===== src/rtl/adc_responder.sv =====
// rtl/adc_responder.sv - SPI slave emulating a 2-channel 10-bit ADC for spi2adc loopback
module adc_responder #(
    parameter int   SYNC_STAGES = 2,
    parameter logic IDLE_SDO    = 1'b1
) (
    input  logic       sysclk,
    input  logic       rst_n,
    input  logic       adc_cs,
    input  logic       adc_sck,
    input  logic       sdata_to_adc,
    output logic       sdata_from_adc,
    input  logic [9:0] sample_ch0,
    input  logic [9:0] sample_ch1,
    output logic       cfg_valid,
    output logic       cfg_single,
    output logic       cfg_channel,
    output logic       frame_done,
    output logic       frame_abort
);

    typedef enum logic [2:0] {
        S_IDLE,
        S_WAIT_START,
        S_CFG,
        S_NULL,
        S_DATA,
        S_TRAIL
    } state_t;

    logic [SYNC_STAGES-1:0] r_cs_sync;
    logic [SYNC_STAGES-1:0] r_sck_sync;
    logic [SYNC_STAGES-1:0] r_din_sync;
    logic                   r_sck_prev;

    state_t     r_state, w_state_nxt;
    logic [3:0] r_cnt, w_cnt_nxt;
    logic [9:0] r_shift, w_shift_nxt;
    logic       r_sdo, w_sdo_nxt;
    logic       r_cfg_valid, w_cfg_valid_nxt;
    logic       r_single, w_single_nxt;
    logic       r_channel, w_channel_nxt;
    logic       r_frame_done, w_frame_done_nxt;
    logic       r_abort, w_abort_nxt;
    logic       r_done_seen, w_done_seen_nxt;

    logic        w_cs, w_sck, w_din, w_sck_rise, w_sck_fall;
    logic [10:0] w_diff_01, w_diff_10;
    logic [9:0]  w_sel;

    // cs synchroniser resets high so a reset never looks like a frame start
    always_ff @(posedge sysclk or negedge rst_n) begin
        if (!rst_n) begin
            r_cs_sync  <= '1;
            r_sck_sync <= '0;
            r_din_sync <= '0;
            r_sck_prev <= 1'b0;
        end else begin
            r_cs_sync  <= {r_cs_sync[SYNC_STAGES-2:0], adc_cs};
            r_sck_sync <= {r_sck_sync[SYNC_STAGES-2:0], adc_sck};
            r_din_sync <= {r_din_sync[SYNC_STAGES-2:0], sdata_to_adc};
            r_sck_prev <= w_sck;
        end
    end

    assign w_cs       = r_cs_sync[SYNC_STAGES-1];
    assign w_sck      = r_sck_sync[SYNC_STAGES-1];
    assign w_din      = r_din_sync[SYNC_STAGES-1];
    assign w_sck_rise = w_sck & ~r_sck_prev;
    assign w_sck_fall = ~w_sck & r_sck_prev;

    // During CFG the shift register holds the captured bits: [1]=SGL, [0]=ODD
    assign w_diff_01 = {1'b0, sample_ch0} - {1'b0, sample_ch1};
    assign w_diff_10 = {1'b0, sample_ch1} - {1'b0, sample_ch0};

    always_comb begin
        w_sel = 10'd0;
        case ({r_shift[1], r_shift[0]})
            2'b10:   w_sel = sample_ch0;
            2'b11:   w_sel = sample_ch1;
            2'b00:   w_sel = w_diff_01[10] ? 10'd0 : w_diff_01[9:0];
            default: w_sel = w_diff_10[10] ? 10'd0 : w_diff_10[9:0];
        endcase
    end

    always_ff @(posedge sysclk or negedge rst_n) begin
        if (!rst_n) begin
            r_state      <= S_IDLE;
            r_cnt        <= 4'd0;
            r_shift      <= 10'd0;
            r_sdo        <= IDLE_SDO;
            r_cfg_valid  <= 1'b0;
            r_single     <= 1'b0;
            r_channel    <= 1'b0;
            r_frame_done <= 1'b0;
            r_abort      <= 1'b0;
            r_done_seen  <= 1'b0;
        end else begin
            r_state      <= w_state_nxt;
            r_cnt        <= w_cnt_nxt;
            r_shift      <= w_shift_nxt;
            r_sdo        <= w_sdo_nxt;
            r_cfg_valid  <= w_cfg_valid_nxt;
            r_single     <= w_single_nxt;
            r_channel    <= w_channel_nxt;
            r_frame_done <= w_frame_done_nxt;
            r_abort      <= w_abort_nxt;
            r_done_seen  <= w_done_seen_nxt;
        end
    end

    always_comb begin
        w_state_nxt      = r_state;
        w_cnt_nxt        = r_cnt;
        w_shift_nxt      = r_shift;
        w_sdo_nxt        = r_sdo;
        w_cfg_valid_nxt  = 1'b0;
        w_single_nxt     = r_single;
        w_channel_nxt    = r_channel;
        w_frame_done_nxt = 1'b0;
        w_abort_nxt      = 1'b0;
        w_done_seen_nxt  = r_done_seen;

        // cs high overrides any SCK edge seen in the same cycle
        if (w_cs) begin
            w_state_nxt     = S_IDLE;
            w_sdo_nxt       = IDLE_SDO;
            w_cnt_nxt       = 4'd0;
            w_done_seen_nxt = 1'b0;
            w_abort_nxt     = (r_state == S_CFG) || (r_state == S_NULL) ||
                              (r_state == S_DATA) ||
                              ((r_state == S_TRAIL) && !r_done_seen);
        end else begin
            case (r_state)
                S_IDLE: begin
                    w_sdo_nxt   = IDLE_SDO;
                    w_state_nxt = S_WAIT_START;
                end
                S_WAIT_START: begin
                    if (w_sck_rise && w_din) begin
                        w_state_nxt = S_CFG;
                        w_cnt_nxt   = 4'd0;
                    end
                end
                S_CFG: begin
                    if (w_sck_rise) begin
                        w_shift_nxt = {r_shift[8:0], w_din};
                        w_cnt_nxt   = r_cnt + 4'd1;
                        if (r_cnt == 4'd2) begin
                            w_cfg_valid_nxt = 1'b1;
                            w_single_nxt    = r_shift[1];
                            w_channel_nxt   = r_shift[0];
                            w_shift_nxt     = w_sel;
                            w_state_nxt     = S_NULL;
                            w_cnt_nxt       = 4'd0;
                        end
                    end
                end
                S_NULL: begin
                    if (w_sck_fall) begin
                        w_sdo_nxt   = 1'b0;
                        w_state_nxt = S_DATA;
                        w_cnt_nxt   = 4'd0;
                    end
                end
                S_DATA: begin
                    if (w_sck_fall) begin
                        w_sdo_nxt   = r_shift[9];
                        w_shift_nxt = {r_shift[8:0], 1'b0};
                        w_cnt_nxt   = r_cnt + 4'd1;
                        if (r_cnt == 4'd9) begin
                            w_state_nxt     = S_TRAIL;
                            w_cnt_nxt       = 4'd0;
                            w_done_seen_nxt = 1'b0;
                        end
                    end
                end
                S_TRAIL: begin
                    if (w_sck_rise && !r_done_seen) begin
                        w_frame_done_nxt = 1'b1;
                        w_done_seen_nxt  = 1'b1;
                    end
                    if (w_sck_fall) begin
                        w_sdo_nxt = 1'b0;
                    end
                end
                default: begin
                    w_state_nxt = S_IDLE;
                    w_sdo_nxt   = IDLE_SDO;
                    w_cnt_nxt   = 4'd0;
                end
            endcase
        end
    end

    assign sdata_from_adc = r_sdo;
    assign cfg_valid      = r_cfg_valid;
    assign cfg_single     = r_single;
    assign cfg_channel    = r_channel;
    assign frame_done     = r_frame_done;
    assign frame_abort    = r_abort;

endmodule


===== config.mk =====
export PLATFORM = sky130hd
export DESIGN_NAME = adc_responder
export DESIGN_NICKNAME = d
export VERILOG_FILES = /design/src/rtl/adc_responder.sv
export SDC_FILE = /design/constraint.sdc
export NUM_CORES = 1
export LEC_CHECK = 0
export ABC_AREA = 1
export CAP_MARGIN = 30
export CORE_ASPECT_RATIO = 0.5
export CORE_MARGIN = 2
export CORE_UTILIZATION = 40
export CTS_CLUSTER_SIZE = 24
export DETAILED_ROUTE_END_ITERATION = 6
export GPL_TIMING_DRIVEN = 0
export PLACE_DENSITY = 0.67
export SLEW_MARGIN = 0
export SYNTH_ARGS = -nofsm -noshare
export SYNTH_HDL_FRONTEND = slang
export SYNTH_SLANG_ARGS = --single-unit

===== constraint.sdc =====
create_clock -name sysclk -period 2.9 [get_ports sysclk]
set_input_delay 0.58 -clock sysclk [delete_from_list [all_inputs] [get_ports sysclk]]
set_output_delay 0.58 -clock sysclk [all_outputs]
set_load 0.05 [all_outputs]

Yosys cells after proc, flatten, opt, wreduce, memory -nomap -nowiden. Index checks and enable logic that the tools add are counted.

Add/sub/neg operators: 3. Bitwise operators: 5. Eq/ne operators: 22. Reduce and logical (&&, ||, !) cells: 20. Muxes and demuxes: 40.

Operator list (count): 10-bit two-way mux (5); 10-bit one-hot mux with 3 select lines (1); 4-bit two-way mux (7); 10-bit by 10-bit subtractor with 11-bit output (2); 3-bit two-way mux (7); 10-bit one-hot mux with 2 select lines (1); 4-bit one-hot mux with 5 select lines (1); 3-bit one-hot mux with 6 select lines (1); 1-bit two-way mux (15); 3-bit != test (second input constant) (4); 4-bit AND reduction (3); 3-bit by 2-bit != test with 1-bit output (second input constant) (3); 7-bit AND reduction (1); 3-bit by 2-bit == test with 1-bit output (second input constant) (2); 3-bit == test (second input constant) (2); 2-bit != test (second input constant) (3); 2-bit OR reduction (3); 5-bit AND reduction (1); 4-bit by 1-bit adder with 4-bit output (second input constant) (1); 2-bit == test (second input constant) (2); 4-bit by 2-bit == test with 1-bit output (second input constant) (1); 4-bit == test (second input constant) (1); 2-bit by 1-bit != test with 1-bit output (second input constant) (2); 3-bit by 1-bit == test with 1-bit output (second input constant) (1); 13 further kinds (20).

Flip-flop bits (word level): 31. Bits of input ports: 25.

Depth between registers and ports, before layout. Gate-level depths: netlist of the first run.

Depth in word-level cells: 6. Depth in mapped cells: 17. Depth with buffers taken out: 17.

Worst setup path before layout of the first run. Ideal clock, no wire load.

Kind: input to register. Start point: input port sample_ch0[0]. End point: register r_shift[9]. Data required time: 2.784 ns. Setup slack: 0.848 ns. Path buffers: 0. Arrival time: 1.936 ns. Setup time: 0.116 ns. Stages: 14. Path through: inv_1 -> ha_1 -> inv_1 -> fa_1 -> nand3_1 -> nor2_1 -> nand2_1 -> nand4_2 -> nand2_2 -> nor2_1 -> nor2_1 -> nand2_1 -> nand2_1 -> nand2_1.

Cells in the longest elaborated chain, start to end: 6. Elaborated cells on any way between the ends: 8. Classes of those cells: add/sub: 2; mux: 6.

Ends and longest elaborated chain: start, declared (RTL line 12) `input logic [9:0] sample_ch0,`; 10-bit by 10-bit subtractor with 11-bit output (on tied branches) (RTL line 73, 72); 10-bit two-way mux (on tied branches) (RTL line 81, 80); 10-bit one-hot mux with 3 select lines * (RTL line 77) `case ({r_shift[1], r_shift[0]})`; 10-bit two-way mux * (RTL line 148) `if (r_cnt == 4'd2) begin`; 10-bit two-way mux * (RTL line 145) `if (w_sck_rise) begin`; 10-bit one-hot mux with 2 select lines * (RTL line 133) `case (r_state)`; end signal, assigned (RTL line 100) `r_shift <= w_shift_nxt;`; end, declared (RTL line 37) `logic [9:0] r_shift, w_shift_nxt;`.

Mark *: on every way between the ends. The rest lies on a longest branch, timed or not. The select of a mux whose other input is x is not followed. A chain may end at the register's enable or synchronous reset.

Worst setup path after layout of the first run.
Start point: input port sample_ch1[0]. End point: register r_shift[6].

Cells in the longest elaborated chain, start to end: 6. Elaborated cells on any way between the ends: 8. Classes of those cells: add/sub: 2; mux: 6.

Ends and longest elaborated chain: start, declared (RTL line 13) `input logic [9:0] sample_ch1,`; 10-bit by 10-bit subtractor with 11-bit output (on tied branches) (RTL line 73, 72); 10-bit two-way mux (on tied branches) (RTL line 81, 80); 10-bit one-hot mux with 3 select lines * (RTL line 77); 10-bit two-way mux * (RTL line 148); 10-bit two-way mux * (RTL line 145); 10-bit one-hot mux with 2 select lines * (RTL line 133).

Marked as above.

==> impl_metrics.csv, run 1 <==
group,metric,value,unit
run_status,status,"completed",
worst_setup_path,start_kind,"input pin",
worst_setup_path,arrival,2740,ps
sta,slew_violations,0,
power_and_ir_drop,p_sw,0.0008450,W
layout,fin_nets,524,
route,vias_per_cell,4.805,
clock_network,cts.htree.levels,2,
clock_network,cts_hold_buf,0,
power_and_ir_drop,netSwitchingFraction,39.83,%
synth,synth_ff_type,"dfrtp_1",
synth,seq_area_frac_synth,27.43,%
power_and_ir_drop,p_clk_share,28.5,%
sta,period_minus_slack,2575,ps
global_routing,grt_max_degree,32,
synth,ys_ff_latch,31,
power_and_ir_drop,totalPowerFinal,0.002121,W
clock_network,cts_made_buffers,5,
synth,synth_cell_types,38,
route,drt_iter0_drc,145,
die,core,0.006779,mm^2
die,die_area,0.007835,mm^2
synth,synth_common_cells,"nand2_1 (125), nor2_1 (67), inv_1 (63)",
global_routing,grt_pass1_vias,2524,
route,dr_wl_met2,2.691,mm
placed_design,dp.cells,562,
synth,synth_nets,487,
clock_network,cts.sinks,31,
clock_network,post-cts-setup-buffers,0,
sta,worstMarginPinSlew,669.7,ps
route,drc,0,
die,fp-row-count,21,
global_routing,antenna_found_initial,0,
synth,syn_area_per_cell,6.458,um^2
route,vias,2739,
clock_network,clkTransAtPathRegs,50,ps
worst_setup_path,rrSetupSlack,1220,ps
synth,syn_inst,440,
route,dr.pass1.iters,4,
placed_design,io_buffers,30,
sta,max-slew-margin-rel,55.35,%
global_routing,grtUsageTotal,18.35,%
job,cap_violations,0,
sta,hold_viol_final,0,
sta,tns,0,ps
route,wl_met3,224,um
worst_setup_path,end_kind,"flip-flop",
clock_network,clk_latency,270,ps
synth,yosysMostFrequentCell,"nand2_1",
route,routed_wl,6.418,mm
power_and_ir_drop,p_per_area,619.2,mW/mm^2
die,io_pins,31,
synth,synthTopCellsByArea,"dfrtp_1 (25%), nand2_1 (17%), nor2_1 (8.9%)",
route,wl_met1,3.413,mm
worst_setup_path,rr_worst_depth,8,
power_and_ir_drop,intPower,0.001276,W
die,die_x,123.2,um
route,wire_per_inst,11.26,um
placed_design,place_congestion,0.8470,
layout,nFillCells,713,
placed_design,hpwlAfterDp,5.091,mm
synth,synth_top_area_share,24.66,%
synth,synth_area,0.002841,mm^2
layout,drive_above_1_share,8.787,%
clock_network,root_buffer,"clkbuf_16",
sta,max_freq,388.4,MHz
worst_setup_path,required,3070,ps
layout,diodes,0,
sta,rsz0062_at_grt,"no",
layout,syn_to_final_growth,20.56,%
layout,finalNonFillerCells,570,
synth,yosysWarnings,0,
sta,min_period_over_period,88.79,%
power_and_ir_drop,p_comb_share,43.0,%
worst_setup_path,crit_fanout,6,
die,initial_core_util,41.92,%
synth,yosys.area.top_type,"dfrtp_1",
power_and_ir_drop,p_seq_share,28.5,%
sta,setup_violations,0,
clock_network,cts.path.max_buffers,2,
power_and_ir_drop,peakVddDrop,0.2460,mV
clock_network,cts_tree,"yes",
synth,async_flop_share,100.0,%
route,ant_nets,0,
global_routing,grt_pass1_wl,11.52,mm
clock_network,cts_resized,0,
worst_hold_path,hp-class,"input pin to async pin",
die,dieHeight,63.60,um
synth,synth_edf_count,0,
global_routing,gr-total-overflow,0,
sta,fin_skew,4.355,ps
route,highest_layer,"met4",
worst_setup_path,path_class,"input pin to flip-flop",
power_and_ir_drop,leakage,1.734,nW
==> layer usage <==
layer | up-vias | global-route usage (%)
met5 | - | 0
li1 | 1462 | -
met1 | 1210 | 26.87
met4 | 0 | 4.688
met3 | 8 | 3.623
met2 | 59 | 27.40
==> critical path, stage by stage <==
cell	delay [ps]
clkdlybuf4s50_1	500
ha_1	200
inv_1	60
fa_1	410
nand3_1	110
nor2_1	60
nand2_1	70
nand4_2	190
nand2_2	200
nor2_1	60
nor2_1	120
nand2_1	70
nand2_1	50
nand2_1	50
==> power groups by stage <==
| stage | registers [W] | logic (W) | clock network (W) |
|---|---|---|---|
| CTS | 0.000603 | 0.000912 | 0.000616 |
| finish | 0.000604 | 0.000913 | 0.000604 |
| global route | 0.000617 | 0.00105 | 0.000645 |
| floorplan | 0.000639 | 0.000642 | 0 |
| detailed placement | 0.000608 | 0.000910 | 0 |
| global placement | 0.000606 | 0.000904 | 0 |
==> final cells by class <==
class                   instances  area (um^2)  share of cell area, %
flip-flops and latches         31        779.5                  22.75
repair buffers                 30        295.3                  8.619
multi-input cells             336         1774                  51.79
clock buffers                   6        138.9                  4.054
well taps                      92        115.1                  3.360
plain buffers                   6        36.28                  1.059
clock inverters                 2        35.03                  1.023
inverters                      67        251.5                  7.341
==> cells in the final DEF, fill, tap and decap left out, types with 2 or more instances in the layout <==
| master | instances |
|---|---|
| nand2_1 | 125 |
| buf_2 | 5 |
| o21ai_0 | 12 |
| a21oi_1 | 16 |
| inv_2 | 4 |
| o22ai_1 | 9 |
| clkbuf_16 | 5 |
| nand4_1 | 4 |
| ha_1 | 20 |
| nor2_1 | 67 |
| fa_1 | 2 |
| clkdlybuf4s50_1 | 29 |
| dfrtp_1 | 28 |
| xnor2_1 | 2 |
| nand3_1 | 30 |
| nor3_2 | 3 |
| o21ai_1 | 10 |
| nand2_2 | 7 |
| dfstp_2 | 3 |
| nor2_2 | 3 |
| nor3_1 | 3 |
| o21bai_1 | 4 |
| inv_1 | 63 |
| xor2_1 | 5 |
==> state kept, by name, indices dropped and copies added, names as in the netlist <==
signal / count
r_din_sync: 2
r_state: 3
r_cnt: 4
sdata_from_adc: 1
frame_abort: 1
r_shift: 10
r_done_seen: 1
r_sck_prev: 1
cfg_single: 1
r_cs_sync: 2
r_sck_sync: 2
frame_done: 1
cfg_valid: 1
cfg_channel: 1
==> cell families (layout without fill, tap and decap cells) <==
family | Yosys count | in the layout | synth area share (%)
compound gates | 58 | 58 | 11.63
xor+xnor | 7 | 7 | 2.158
fa+ha+maj | 22 | 22 | 10.22
buf+inv | 73 | 111 | 10.13
flops | 31 | 31 | 27.43
simple gates | 249 | 249 | 38.44
==> worst paths after layout <==
| path | startpoint | endpoint |
|---|---|---|
| worst min-delay path | rst_n | r_cnt[1] |
| worst max-delay path | sample_ch1[0] | r_shift[6] |
| worst max register to register | r_cs_sync[1] | r_state[2] |
| max in group asynchronous | rst_n | r_din_sync[1] |
| min in group sysclk | r_sck_sync[0] | r_sck_sync[1] |
| worst min register to register | r_sck_sync[0] | r_sck_sync[1] |
==> per-stage QoR <==
stage          util [%]  setup WS [ps]  area [um^2]  hold WS, ps
2_1_floorplan         -          848.0         2841        284.4
3_3_place_gp      48.04          56.87         3257        333.5
3_5_place_dp      47.97          38.84         3252        337.9
4_1_cts           50.54          323.4         3426        349.9
5_1_grt           50.54          89.54         3426        354.1
6_report          50.54          325.0         3426        338.2
No activity file was read; power rests on OpenSTA's default activity.
==> run 2: changes to the inputs <==
- CORE_UTILIZATION: 40 -> 25
- CTS_CLUSTER_DIAMETER: default -> 100
- GPL_TIMING_DRIVEN: 0 -> default
- PLACE_DENSITY: 0.67 -> 0.49
==> impl_metrics.csv, run 2 (synthesized netlist as in run 1, its figures left out) <==
group,metric,value,unit
run_status,status,"completed",
layout,nFillCells,1205,
sta,period_minus_slack,2645,ps
layout,most-common-layout-cells,"nand2_1 (125), nor2_1 (67), inv_1 (63)",
sta,setup_violations,0,
worst_setup_path,path_common_cell,"nand2_1",
die,die_area,0.01229,mm^2
clock_network,cts.htree.levels,2,
worst_setup_path,critical_path.max_stage_delay,430,ps
sta,hold_viol_final,0,
clock_network,post-cts-setup-buffers,0,
layout,diodes,0,
worst_setup_path,cp_slowest_cell,"clkdlybuf4s50_1",
clock_network,clk_latency,280,ps
sta,tns,0,ps
global_routing,grt_pass1_wl,12.19,mm
clock_network,cts_hold_buf,0,
route,vias,2678,
worst_setup_path,r2r-start,"r_cnt[0]",
clock_network,clkTransAtPathRegs,50,ps
sta,rsz0062_at_grt,"no",
die,initial_core_util,25.72,%
global_routing,grt_pass1_vias,2610,
route,vias_per_cell,4.299,
power_and_ir_drop,p_per_area,621.0,mW/mm^2
clock_network,root_buffer,"clkbuf_16",
layout,final-seq-area,779.5,um^2
worst_setup_path,timing.rr.end,"r_shift[7]",
sta,max-slew-margin-rel,66.34,%
power_and_ir_drop,p_comb_share,41.8,%
power_and_ir_drop,leakage,1.741,nW
sta,hold_slack,352.6,ps
layout,top_register,"r_shift",
placed_design,hpwlAfterDp,5.650,mm
layout,largest_reg_flops,10,
worst_hold_path,min_to,"r_din_sync[1]",
sta,max_freq,378.1,MHz
layout,finalNonFillerCells,623,
sta,fin_skew,6.534,ps
worst_setup_path,crit_fanout,6,
global_routing,grt_max_degree,32,
worst_hold_path,hold_path_depth,0,
placed_design,io_buffers,30,
clock_network,cts.path.max_buffers,2,
power_and_ir_drop,netSwitchingFraction,38.66,%
placed_design,place_congestion,0.8717,
clock_network,cts_resized,0,
power_and_ir_drop,p_seq_share,27.5,%
worst_hold_path,hp-class,"flip-flop to flip-flop",
worst_setup_path,arrival,2820,ps
power_and_ir_drop,p_clk_share,30.7,%
sta,slew_violations,0,
clock_network,cts.sinks,31,
placed_design,dp.cells,615,
sta,worstMarginPinSlew,503.3,ps
route,ant_nets,0,
layout,fin_nets,524,
power_and_ir_drop,peakVddDrop,0.2461,mV
global_routing,gr-total-overflow,0,
layout,syn_to_final_growth,23.91,%
power_and_ir_drop,p_sw,0.0008453,W
die,die_x,154.8,um
layout,top_regs,"r_shift: 10 flops, r_cnt: 4 flops, r_state: 3 flops",
job,cap_violations,0,
clock_network,cts_made_buffers,5,
worst_setup_path,path_class,"input pin to flip-flop",
worst_setup_path,rrSetupSlack,1010,ps
route,dr.pass1.iters,4,
layout,drive_above_1_share,8.368,%
clock_network,cts_tree,"yes",
worst_setup_path,required,3070,ps
worst_setup_path,end_kind,"flip-flop",
layout,final_common_cell,"nand2_1",
route,routed_wl,6.979,mm
worst_hold_path,worst_hold_startpoint,"r_din_sync[0]",
sta,min_period_over_period,91.20,%
die,fp-row-count,27,
worst_setup_path,path_cells,"clkdlybuf4s50_1 > inv_1 > ha_1 > inv_1 > fa_1 > nand3_1 > nor2_1 > nand2_1 > nand4_2 > nand2_2 > nor2_1 > nor2_1 > nand2_1 > nand2_1 > nand2_1",
global_routing,grtUsageTotal,12.22,%
power_and_ir_drop,intPower,0.001341,W
global_routing,antenna_found_initial,0,
route,drt_iter0_drc,157,
die,core,0.01105,mm^2
layout,multi_input_area,0.001774,mm^2
die,io_pins,31,
route,drc,0,
worst_setup_path,start_kind,"input pin",
die,dieHeight,79.39,um
worst_setup_path,rr_worst_depth,10,
route,wire_per_inst,11.20,um
run 2: metrics by stage:
stage	total power (W)	worst slack (ps)	cell area (um^2)	util (%)
after CTS	0.002208	251.9	3521	31.87
final	0.002187	255.1	3521	31.87
after floorplan	0.001281	848.0	2841	-
after detailed placement	0.001524	-42.42	3332	30.16
after global routing	0.002368	77.26	3521	31.87
after global placement	0.001531	-66.22	3332	30.16
run 2: critical path, delay by kind of cell:
| family | cells | cell delay, ps |
|---|---|---|
| adder cells (fa/ha/maj) | 2 | 620 |
| buffers and inverters | 3 | 580 |
| AND/OR/NAND/NOR | 10 | 1050 |
run 2: power groups by stage:
stage	Combinational [W]	Sequential, W	Clock, W
floorplan	0.000642	0.000639	0
global placement	0.000924	0.000607	0
detailed placement	0.000917	0.000607	0
CTS	0.000919	0.000602	0.000686
global route	0.00105	0.000615	0.000703
finish	0.000914	0.000601	0.000671
run 2: final cells by class:
type,count,area share [%]
repair buffers,36,9.808
clock inverters,2,1.706
multi-input cells,336,50.39
inverters,67,7.143
flip-flops and latches,31,22.14
well taps,145,5.153
clock buffers,6,3.660
run 2: worst max path at each step:
stage	start	endpoint	slack (ps)	cells past startpoint
floorplan	sample_ch0[0]	r_shift[9]	850	14
global placement	sample_ch0[0]	r_shift[7]	-70	15
detailed placement	sample_ch0[0]	r_shift[7]	-40	15
CTS	sample_ch0[0]	r_shift[7]	250	15
global route	sample_ch1[0]	r_shift[5]	80	14
finish	sample_ch0[0]	r_shift[7]	260	15
run 2: per-layer routing:
layer / global-route usage, % / vias up / routed length [um] / share of wire [%]
met1: 16.98 / 1175 / 3694 / 53
met3: 1.629 / 7 / 191 / 2.7
li1: - / 1463 / - / -
met2: 19.96 / 33 / 3006 / 43
met5: 0 / - / 0 / 0
met4: 3.611 / 0 / 86 / 1.2
